File: config.mk
export PLATFORM = sky130hd
export DESIGN_NAME = output_port_sched
export DESIGN_NICKNAME = d
export VERILOG_FILES = /design/src/rtl/output_port_sched.sv
export SDC_FILE = /design/constraint.sdc
export NUM_CORES = 1
export LEC_CHECK = 0
export CAP_MARGIN = 10
export CELL_PAD_IN_SITES_DETAIL_PLACEMENT = 2
export CELL_PAD_IN_SITES_GLOBAL_PLACEMENT = 2
export CORE_AREA = 2 2 117 62
export DETAILED_ROUTE_END_ITERATION = 16
export DIE_AREA = 0 0 119 64
export MAX_ROUTING_LAYER = met4
export PLACE_DENSITY_LB_ADDON = 0.1
export SYNTH_ARGS = -nofsm -noshare
export SYNTH_HDL_FRONTEND = slang
export SYNTH_SLANG_ARGS = --single-unit
File: constraint.sdc
create_clock -name clk -period 5.9 [get_ports clk]
set_input_delay 1.77 -clock clk [delete_from_list [all_inputs] [get_ports clk]]
set_output_delay 1.77 -clock clk [all_outputs]
set_load 0.01 [all_outputs]
File: src/rtl/output_port_sched.sv
// Output-port scheduler: LRS matrix arbiter with wormhole lock and per-VC credits.
// Ports: req/req_vc/req_tail in, credit_in in; gnt/gnt_vc/locked/owner/credit_cnt/cred_err out.
module output_port_sched #(
  parameter  int REQS    = 5,
  parameter  int VCS     = 2,
  parameter  int CREDITS = 4,
  localparam int VW = (VCS > 1) ? $clog2(VCS) : 1,
  localparam int CW = $clog2(CREDITS + 1),
  localparam int OW = (REQS > 1) ? $clog2(REQS) : 1
) (
  input  logic                clk,
  input  logic                rst,
  input  logic [REQS-1:0]     req,
  input  logic [REQS*VW-1:0]  req_vc,
  input  logic [REQS-1:0]     req_tail,
  input  logic [VCS-1:0]      credit_in,
  output logic [REQS-1:0]     gnt,
  output logic [VW-1:0]       gnt_vc,
  output logic                locked,
  output logic [OW-1:0]       owner,
  output logic [VCS*CW-1:0]   credit_cnt,
  output logic                cred_err
);

  logic [REQS-1:0][REQS-1:0] prio_q, prio_d;
  logic                      locked_q, locked_d;
  logic [OW-1:0]             owner_q, owner_d;
  logic [VW-1:0]             lvc_q, lvc_d;
  logic [VCS-1:0][CW-1:0]    cnt_q, cnt_d;
  logic                      err_q, err_d;

  logic [REQS-1:0][VW-1:0]   vc_sel;
  logic [REQS-1:0]           elig;
  logic [REQS-1:0]           win;
  logic [OW-1:0]             widx;
  logic [VW-1:0]             wvc;
  logic                      wtail;
  logic [VCS-1:0]            vc_dec;

  // While locked every requester looks at the locked VC, but only
  // the owner can become eligible.
  always_comb begin
    vc_sel = '0;
    elig   = '0;
    for (int i = 0; i < REQS; i++) begin
      vc_sel[i] = locked_q ? lvc_q : req_vc[i*VW +: VW];
      elig[i]   = req[i] && (cnt_q[vc_sel[i]] != '0) &&
                  (!locked_q || owner_q == OW'(i));
    end
  end

  always_comb begin
    win   = '0;
    widx  = '0;
    wvc   = '0;
    wtail = 1'b0;
    for (int i = 0; i < REQS; i++) begin
      win[i] = elig[i];
      for (int j = 0; j < REQS; j++) begin
        if (j != i && elig[j] && prio_q[j][i]) win[i] = 1'b0;
      end
    end
    for (int i = 0; i < REQS; i++) begin
      if (win[i]) begin
        widx  = OW'(i);
        wvc   = vc_sel[i];
        wtail = req_tail[i];
      end
    end
  end

  always_comb begin
    vc_dec = '0;
    for (int v = 0; v < VCS; v++) begin
      vc_dec[v] = (|win) && (wvc == VW'(v));
    end
  end

  always_comb begin
    prio_d   = prio_q;
    locked_d = locked_q;
    owner_d  = owner_q;
    lvc_d    = lvc_q;
    cnt_d    = cnt_q;
    err_d    = err_q;
    if (|win) begin
      if (!locked_q) begin
        // Winner drops to lowest priority.
        for (int i = 0; i < REQS; i++) begin
          if (win[i]) begin
            for (int j = 0; j < REQS; j++) begin
              if (j != i) begin
                prio_d[i][j] = 1'b0;
                prio_d[j][i] = 1'b1;
              end
            end
          end
        end
        if (!wtail) begin
          locked_d = 1'b1;
          owner_d  = widx;
          lvc_d    = wvc;
        end
      end else if (wtail) begin
        locked_d = 1'b0;
        owner_d  = '0;
        lvc_d    = '0;
      end
    end
    for (int v = 0; v < VCS; v++) begin
      if (credit_in[v] && !vc_dec[v]) begin
        if (cnt_q[v] == CW'(CREDITS)) err_d = 1'b1;
        else cnt_d[v] = cnt_q[v] + CW'(1);
      end else if (vc_dec[v] && !credit_in[v]) begin
        cnt_d[v] = cnt_q[v] - CW'(1);
      end
    end
  end

  always_ff @(posedge clk or negedge rst) begin
    if (!rst) begin
      for (int i = 0; i < REQS; i++) begin
        for (int j = 0; j < REQS; j++) begin
          prio_q[i][j] <= (i < j);
        end
      end
      locked_q <= 1'b0;
      owner_q  <= '0;
      lvc_q    <= '0;
      for (int v = 0; v < VCS; v++) begin
        cnt_q[v] <= CW'(CREDITS);
      end
      err_q    <= 1'b0;
    end else begin
      prio_q   <= prio_d;
      locked_q <= locked_d;
      owner_q  <= owner_d;
      lvc_q    <= lvc_d;
      cnt_q    <= cnt_d;
      err_q    <= err_d;
    end
  end

  assign gnt        = win;
  assign gnt_vc     = wvc;
  assign locked     = locked_q;
  assign owner      = owner_q;
  assign credit_cnt = cnt_q;
  assign cred_err   = err_q;

endmodule

* Word level (Yosys, flattened, before mapping) *
Index checks and enable logic that the tools add are counted.

storage, ports and cells
  word-level logic and storage cells = 212
  input port bits = 19
  register bits after elaboration = 32
  output and inout port bits = 17

cells by class
  multiplexer cells = 87
  equality and inequality tests = 10
  magnitude comparators = 5
  $add $sub $neg = 4
  bitwise logic cells = 2
  reductions and logical operators = 78

operator list
  cell                                                                    count
  3-bit two-way mux                                                       24
  1-bit two-way mux                                                       59
  1-bit logical AND                                                       36
  3-bit AND reduction                                                     11
  2-bit nonzero test                                                      12
  3-bit nonzero test                                                      5
  1-bit by 2-bit < comparator with 1-bit output (second input constant)   5
  5-bit two-way mux                                                       2
  3-bit equality test (second input constant)                             3
  3-bit by 1-bit adder with 3-bit output (second input constant)          2
  3-bit by 2-bit equality test with 1-bit output (second input constant)  2
  2-bit != test (second input constant)                                   3
  3-bit by 1-bit subtractor with 3-bit output (second input constant)     2
  1-bit logical NOT                                                       5
  1-bit logical OR                                                        5
  5-bit OR reduction                                                      1
  2-bit two-way mux                                                       2
  2-bit AND reduction                                                     2
  3-bit by 1-bit equality test with 1-bit output (second input constant)  1
  3-bit logical NOT                                                       1
  2-bit by 1-bit != test with 1-bit output (second input constant)        1
  1-bit NOT                                                               2

* Longest topological paths before layout *
Gate-level depths: netlist of run 1.

  word-level depth = 23
  depth in mapped cells = 15

* Worst setup path before layout of run 1 *
OpenSTA, ideal clock, no wires.

  kind = input to output
  start point = input req_vc[0]
  end point = output gnt_vc
  required time = 4.130 ns
  arrival = 3.626 ns
  setup slack = 0.504 ns
  buffers on the path = 1
  stages on the path = 8
  cell sequence = mux2i_1 > mux2i_1 > nand4_1 > and4_1 > buf_6 > o311a_1 > o311a_4 > inv_4

on the way
  cells in the longest elaborated chain, start to end = 15
  elaborated cells between the ends (all ways) = 35
  classes of those cells = mux: 28; reduce/logical: 7

ends and longest elaborated chain
  item                                                  RTL line  text
  start: declaration                                    14        input logic [REQS*VW-1:0] req_vc,
  1-bit two-way mux                                     46        vc_sel[i] = locked_q ? lvc_q : req_vc[i*VW +: VW];
  3-bit two-way mux (not written as such) (2 in a row)  47        elig[i] = req[i] && (cnt_q[vc_sel[i]] != '0) &&
  3-bit nonzero test                                    47
  1-bit logical AND (2 in a row)                        47
  1-bit logical AND                                     60        if (j != i && elig[j] && prio_q[j][i]) win[i] = 1'b0;
  1-bit two-way mux (4 in a row)                        60
  named net gnt[1]                                      17        output logic [REQS-1:0] gnt,
  1-bit two-way mux (4 in a row)                        64        if (win[i]) begin
  end: declaration                                      18        output logic [VW-1:0] gnt_vc,

The timed path passes the listed nets, and every way through them passes these cells. The select of a mux whose other input is x is not followed.

* Final worst setup path of run 1 *
  start point = input req_vc[4]
  end point = output gnt_vc

on the way
  cells in the longest elaborated chain, start to end = 13
  elaborated cells between the ends (all ways) = 23
  classes of those cells = mux: 16; reduce/logical: 7

ends and longest elaborated chain
  item                                                  RTL line
  1-bit two-way mux (*)                                 46
  3-bit two-way mux (not written as such) (2 in a row)  47
  3-bit nonzero test                                    47
  1-bit logical AND (2 in a row)                        47
  1-bit logical AND                                     60
  1-bit two-way mux                                     60
  1-bit two-way mux (4 in a row)                        64
  1-bit two-way mux (*)                                 64

Every way passes the cells marked *; elsewhere a longest branch is shown, timed or not. The select of a mux whose other input is x is not followed.

==> results of run 1 <==
## stage by stage
stage	setup slack (ns)	setup TNS [ns]	area, µm²	power [mW]	util (%)
final	0.0153	0	3030	2.17	46.3
after global routing	-0.0633	-0.0633	3030	2.33	46.3
after CTS	0.0145	0	2970	2.13	45.3
after detailed placement	-0.496	-0.952	2750	1.79	42.1
after global placement	-0.411	-0.600	2750	1.72	42.1
after floorplan	0.504	0	2140	1.26	-
## how the worst min path moves through the flow
stage	startpoint	end	slack [ns]
finish	prio_q[2]	prio_q[2]	0.46
floorplan	prio_q[7]	prio_q[7]	0.44
CTS	prio_q[2]	prio_q[2]	0.47
global route	prio_q[2]	prio_q[2]	0.48
detailed placement	prio_q[2]	prio_q[2]	0.46
global placement	prio_q[2]	prio_q[2]	0.45
## per-layer routing
metal | up-vias | GRT usage [%]
li1 | 989 | -
met1 | 1071 | 30.0
met2 | 32 | 34.9
met3 | 12 | 4.46
met4 | 0 | 5.21
met5 | - | -
## placed cells by master, fill, tap and decap left out, types with 8 or more instances in the layout
cell type,instances
a21o_1,8
a21oi_1,11
buf_4,32
clkdlybuf4s50_1,31
dfrtp_1,20
dfstp_2,12
inv_1,10
mux2i_2,9
nand2_1,21
nand4_1,11
nor2_1,28
## layout make-up
type	count	area share, %
multi-input cells	180	42.8
flip-flops and latches	32	26.9
clock inverters	2	1.16
repair buffers	67	19.5
well taps	92	3.80
inverters	12	1.57
clock buffers	6	4.25
## power by group
part           switching [mW]  internal (mW)
sequential              0.148          0.367
combinational           0.710          0.645
clock                  0.0983          0.198
total                   0.957           1.21
## cell families after synthesis
logic type	Yosys count
adder cells (fa/ha/maj)	2
AO/OA/AOI/OAI	61
XOR/XNOR	3
buffers and inverters	20
multiplexers	18
AND/OR/NAND/NOR	96
flip-flops	32
## worst max-delay path: stages
cell and delay (ns):
clkdlybuf4s50_1 0.43, mux2i_2 0.23, mux2i_1 0.32, buf_4 0.16, nand4_1 0.11, and4_1 0.22, o311a_1 0.35, o311a_4 0.34
inv_4 0.05, buf_2 0.12
## synthesized netlist by cell type (2+ instances only)
library cell | instances | area, µm²
a211oi_1 | 2 | 15.0
a21bo_2 | 2 | 20.0
a21o_1 | 8 | 60.1
a21oi_1 | 11 | 55.1
buf_2 | 3 | 15.0
buf_6 | 3 | 33.8
clkbuf_1 | 2 | 7.51
dfrtp_1 | 20 | 500
dfstp_2 | 12 | 315
ha_1 | 2 | 25.0
inv_1 | 11 | 41.3
mux2i_1 | 15 | 150
mux2i_2 | 2 | 27.5
nand2_1 | 21 | 78.8
nand2b_1 | 4 | 25.0
nand3_1 | 5 | 25.0
nand4_1 | 11 | 68.8
nand4_2 | 2 | 25.0
nor2_1 | 28 | 105
nor2b_1 | 2 | 12.5
nor3_1 | 2 | 10.0
nor3_2 | 2 | 20.0
nor4_1 | 2 | 12.5
o21ai_0 | 6 | 30.0
o21ai_1 | 2 | 10.0
o21bai_1 | 2 | 15.0
o22ai_1 | 3 | 18.8
o2bb2ai_1 | 5 | 43.8
o31ai_1 | 2 | 15.0
or3_1 | 4 | 25.0
or3b_1 | 2 | 17.5
xnor2_1 | 2 | 17.5
## state kept, by name, summed over array words and instances, names as in the netlist
name and count:
lvc_q 1, cred_err 1, credit_cnt 6, locked 1
owner 3, prio_q 20
## what timing repair did
action,4_1_cts,5_1_grt
pin swaps,4,4
resized for setup,13,10
cloned,0,0
setup endpoints to repair,4,4
setup buffers,2,3
==> metrics.md, run 1 <==
| Metric | Value |
|---|---|
| Placed cell count | `378` |
| Nets | `319` |
| Drt drc | `0` |
| Top Metal Used | `met4` |
| Worst slew margin | `50.1%` |
| R2r endpoint | `credit_cnt[1]` |
| Setup violations, final | `0` |
| WHS Path Cells | `2` |
| Async set-or-reset flop fraction in the synthesized netlist | `100%` |
| Post-CTS Hold Fix Bufs | `0` |
| Largest family of logic cells by synthesized area | `simple AND/OR/NAND/NOR gates` |
| R2R setup slack | `2.01 ns` |
| Setup CP Type | `primary input to primary output` |
| Num rows | `21` |
| CTS H-tree lvls | `2` |
| Fmax | `0.170 GHz` |
| MaxCap Viol Count | `0` |
| Fillers | `712` |
| Largest net degree at the start of global routing | `33` |
| First-pass GRT wire length | `12400 µm` |
| Vias in the first global route | `2237` |
| Core Region | `0.00654 mm²` |
| Layout cells sized above 1 | `26.8%` |
| Reg2reg path depth | `14` |
| Tightest Hold Check Type | `flip-flop to flip-flop` |
| Adder-cell share of the synthesized area | `1.17%` |
| GR Overflow Total | `0` |
| DR WL/cell | `20.5 µm` |
| Die Area | `0.00762 mm²` |
| Pwr dens | `715 mW/mm²` |
| Worst Setup Start Kind | `primary input` |
| Clk sink count | `32` |
| IO Port Bufs | `35` |
| Final WL | `8020 µm` |
| Worst-margin pin slew | `0.745 ns` |
| Xor and xnor area share after synthesis | `1.23%` |
| Ant diodes | `0` |
| Starting Density | `32.7%` |
| Synth Area in Compound Gates | `21.9%` |
| Reg clk slew, reported paths | `0.06 ns` |
| Sequential cell area | `816 µm²` |
| LEAKAGE | `1.32 nW` |
| Post-Syn Area per Cell | `9.23 µm²` |
| # IOs | `36` |
| Period utilization | `99.7%` |
| Slew Limit Fails | `0` |
| Post-Layout Cell Count | `391` |
| Worst Skew | `0.00729 ns` |
| Clock Latency Late Sink | `0.29 ns` |
| Global placement routability congestion | `0.966` |
| Post-synthesis cell area | `0.00214 mm²` |
| Met3 wire length | `233 µm` |
| Critical Path Source | `req_vc[4]` |
| Metal1 wirelength | `3930 µm` |
| Status | `completed` |
| Syn Nets | `253` |
| Yosys warnings | `0` |
| CP required | `4.13 ns` |
| Fin crit period | `5.88 ns` |
| TritonRoute pass-1 iters | `4` |
| Die extent in x | `119 µm` |
| TritonCTS clock tree | `yes` |
| Endpoints failing hold | `0` |
| Mux contribution to synthesized area | `8.83%` |
| Area used by multi-input combinational logic | `0.00130 mm²` |
| Via count | `2104` |
| Post-synth EDFFs | `0` |
| WP data arrival | `4.11 ns` |
| Root buffer cell | `clkbuf_16` |
| Crit. End Element | `primary output` |
| Worst hold slack | `0.464 ns` |
| Mapped Cells | `232` |
| Synth Register Bits | `32` |
| Max VDD drop | `0.382 mV` |
| CP endpoint | `gnt_vc` |
| Die Span Y | `64 µm` |
| Predominant post-synthesis flop cell | `dfrtp_1` |
| Clock Path Buffers | `2` |
| Gr usage total | `22.3%` |
| CP max FO | `2` |
| Antenna viol nets, final | `0` |
| Sequential fraction of the synthesis area | `38.1%` |
| TritonCTS Buffers | `5` |
| Antenna violations before repair | `0` |
| Routed wl met2 | `3760 µm` |
| Routed vias/inst | `5.38` |
| Synthesis-to-layout area growth | `41.5%` |
| Post-DP HPWL | `5910 µm` |
| Reg2reg start | `locked` |
| Synth Area in Simple Gates | `24.0%` |
| Cell variety after synth | `64` |
| DR iter-0 viols | `86` |
Power figures use the tool's default switching activity.
==> inputs of run 2 (changes only) <==
--- a/config.mk
+++ b/config.mk
@@ -13,6 +13,7 @@
 export DIE_AREA = 0 0 119 64
 export MAX_ROUTING_LAYER = met4
 export PLACE_DENSITY_LB_ADDON = 0.1
+export SLEW_MARGIN = 20
 export SYNTH_ARGS = -nofsm -noshare
 export SYNTH_HDL_FRONTEND = slang
 export SYNTH_SLANG_ARGS = --single-unit
==> results of run 2 <==
The final DEF is identical to that of run 1; final timing and power are the same.
==> inputs of run 3 (changes only) <==
--- a/config.mk
+++ b/config.mk
@@ -13,6 +13,7 @@
 export DIE_AREA = 0 0 119 64
 export MAX_ROUTING_LAYER = met4
 export PLACE_DENSITY_LB_ADDON = 0.1
+export SETUP_SLACK_MARGIN = 0.1
 export SLEW_MARGIN = 20
 export SYNTH_ARGS = -nofsm -noshare
 export SYNTH_HDL_FRONTEND = slang
==> metrics.md, run 3 (synthesized netlist as in run 1, its figures left out) <==
| Metric | Value |
|---|---|
| Status | `completed` |
| Tightest Hold Check Type | `flip-flop to flip-flop` |
| IO Port Bufs | `35` |
| Die Area | `0.00762 mm²` |
| Fmax | `0.174 GHz` |
| TritonRoute pass-1 iters | `4` |
| Die extent in x | `119 µm` |
| Clock Latency Late Sink | `0.28 ns` |
| Placed cell count | `378` |
| Most frequent cells in the layout | `33 x buf_4, 27 x nor2_1, 27 x clkdlybuf4s50_1, 21 x nand2_1, 20 x dfrtp_1` |
| Slew Limit Fails | `0` |
| Setup CP Type | `primary input to primary output` |
| Global placement routability congestion | `0.966` |
| Via count | `2129` |
| Setup ws final | `0.151 ns` |
| Worst slew margin | `48.9%` |
| TritonCTS Buffers | `5` |
| Largest net degree at the start of global routing | `33` |
| Root buffer cell | `clkbuf_16` |
| MaxCap Viol Count | `0` |
| Drt drc | `0` |
| GR Overflow Total | `0` |
| Setup violations, final | `0` |
| Area used by multi-input combinational logic | `0.00133 mm²` |
| Worst-path cell chain | `clkdlybuf4s50_1, mux2i_4, mux2i_1, a211oi_1, and4_1, o311a_1, o311a_4, inv_4, buf_2` |
| CP required | `4.13 ns` |
| Endpoints failing hold | `0` |
| Synthesis-to-layout area growth | `43.1%` |
| Vias in the first global route | `2236` |
| Gr usage total | `22.3%` |
| Sequential cell area | `816 µm²` |
| Routed vias/inst | `5.43` |
| Period utilization | `97.4%` |
| Crit-path max cell delay | `0.45 ns` |
| Max VDD drop | `0.382 mV` |
| Worst Skew | `0.00554 ns` |
| Nets | `320` |
| Ant diodes | `0` |
| Worst Setup Start Kind | `primary input` |
| Num rows | `21` |
| Critical-path top delay cell | `clkdlybuf4s50_1` |
| Clock Path Buffers | `2` |
| Pwr dens | `715 mW/mm²` |
| Number of flip-flops under the largest register name | `20` |
| Fillers | `720` |
| Core Region | `0.00654 mm²` |
| Post-Layout Cell Count | `392` |
| First-pass GRT wire length | `12400 µm` |
| Worst-margin pin slew | `0.764 ns` |
| Starting Density | `32.7%` |
| Commonest non-fill, non-tap cell in the layout | `buf_4` |
| Layout cells sized above 1 | `28.0%` |
| Final WL | `8020 µm` |
| Reg clk slew, reported paths | `0.05 ns` |
| Clk sink count | `32` |
| Antenna violations before repair | `0` |
| Crit. End Element | `primary output` |
| Final Util | `46.8%` |
| Post-DP HPWL | `5910 µm` |
| WP data arrival | `3.98 ns` |
| LEAKAGE | `1.33 nW` |
| CP max FO | `3` |
| Die Span Y | `64 µm` |
| TritonCTS clock tree | `yes` |
| # IOs | `36` |
| Antenna viol nets, final | `0` |
| DR WL/cell | `20.4 µm` |
| CTS H-tree lvls | `2` |
| DR iter-0 viols | `98` |
| Pre-CTS setup slack | `-0.496 ns` |
| Largest Register | `prio_q` |
| Fin crit period | `5.75 ns` |
| Worst hold slack | `0.474 ns` |
| RSZ-0062 raised after global routing | `false` |
-- run 3: cell types whose count changed in the layout (fill, tap and decap cells not counted), sizes merged --
cell           previous run  this run
buf                      33        34
clkdlybuf4s50            31        27
dlygate4sd2               1         4
dlymetal6s2s              2         3
-- run 3: worst paths after layout --
kind,slack (ns),start,depth (start not counted),endpoint
min in group asynchronous,1.89,rst,2,prio_q[21]
max,0.15,req_vc[1],9,gnt_vc
max reg2reg,1.93,locked,14,credit_cnt[1]
min reg2reg,0.47,prio_q[19],2,prio_q[19]
max in group asynchronous,3.65,rst,2,prio_q[3]
min,0.47,prio_q[19],2,prio_q[19]
-- run 3: timing repair --
item                                    in CTS  in global routing
gates resized for setup                     16                 16
buffers inserted                             2                  4
pin swaps                                    5                  6
endpoints found under the setup margin       4                  3
hold buffers                                 0                  0
-- run 3: metrics by stage --
step / cell area [µm²] / total power [mW] / setup TNS [ns]
final: 3060 / 2.19 / 0
after global routing: 3060 / 2.35 / 0
after CTS: 2960 / 2.12 / 0
after detailed placement: 2750 / 1.79 / -0.952
after global placement: 2750 / 1.72 / -0.600
after floorplan: 2140 / 1.26 / 0
-- run 3: report_power, final --
part	switching (mW)	total [mW]	internal, mW
sequential	0.152	0.519	0.367
clock	0.0969	0.295	0.198
combinational	0.718	1.38	0.658
-- run 3: critical path: cells and delay by family --
kind / cells / cell delay [ns]
simple gates: 1 / 0.24
mux: 2 / 0.50
compound gates: 3 / 0.84
buf+inv: 3 / 0.62
-- run 3: routing by layer --
layer,GRT usage (%),wire length (µm),vias up
met4,4.91,46,0
met3,4.46,271,7
met5,-,0,-
li1,-,-,994
met2,35.1,3780,45
met1,29.9,3910,1083
-- run 3: cell type report --
cell class | count | area share, %
Tap cell | 92 | 3.76
Clock inverter | 2 | 1.14
Sequential cell | 32 | 26.6
Clock buffer | 6 | 4.21
Multi-Input combinational cell | 180 | 43.3
Inverter | 12 | 1.55
Timing Repair Buffer | 68 | 19.4
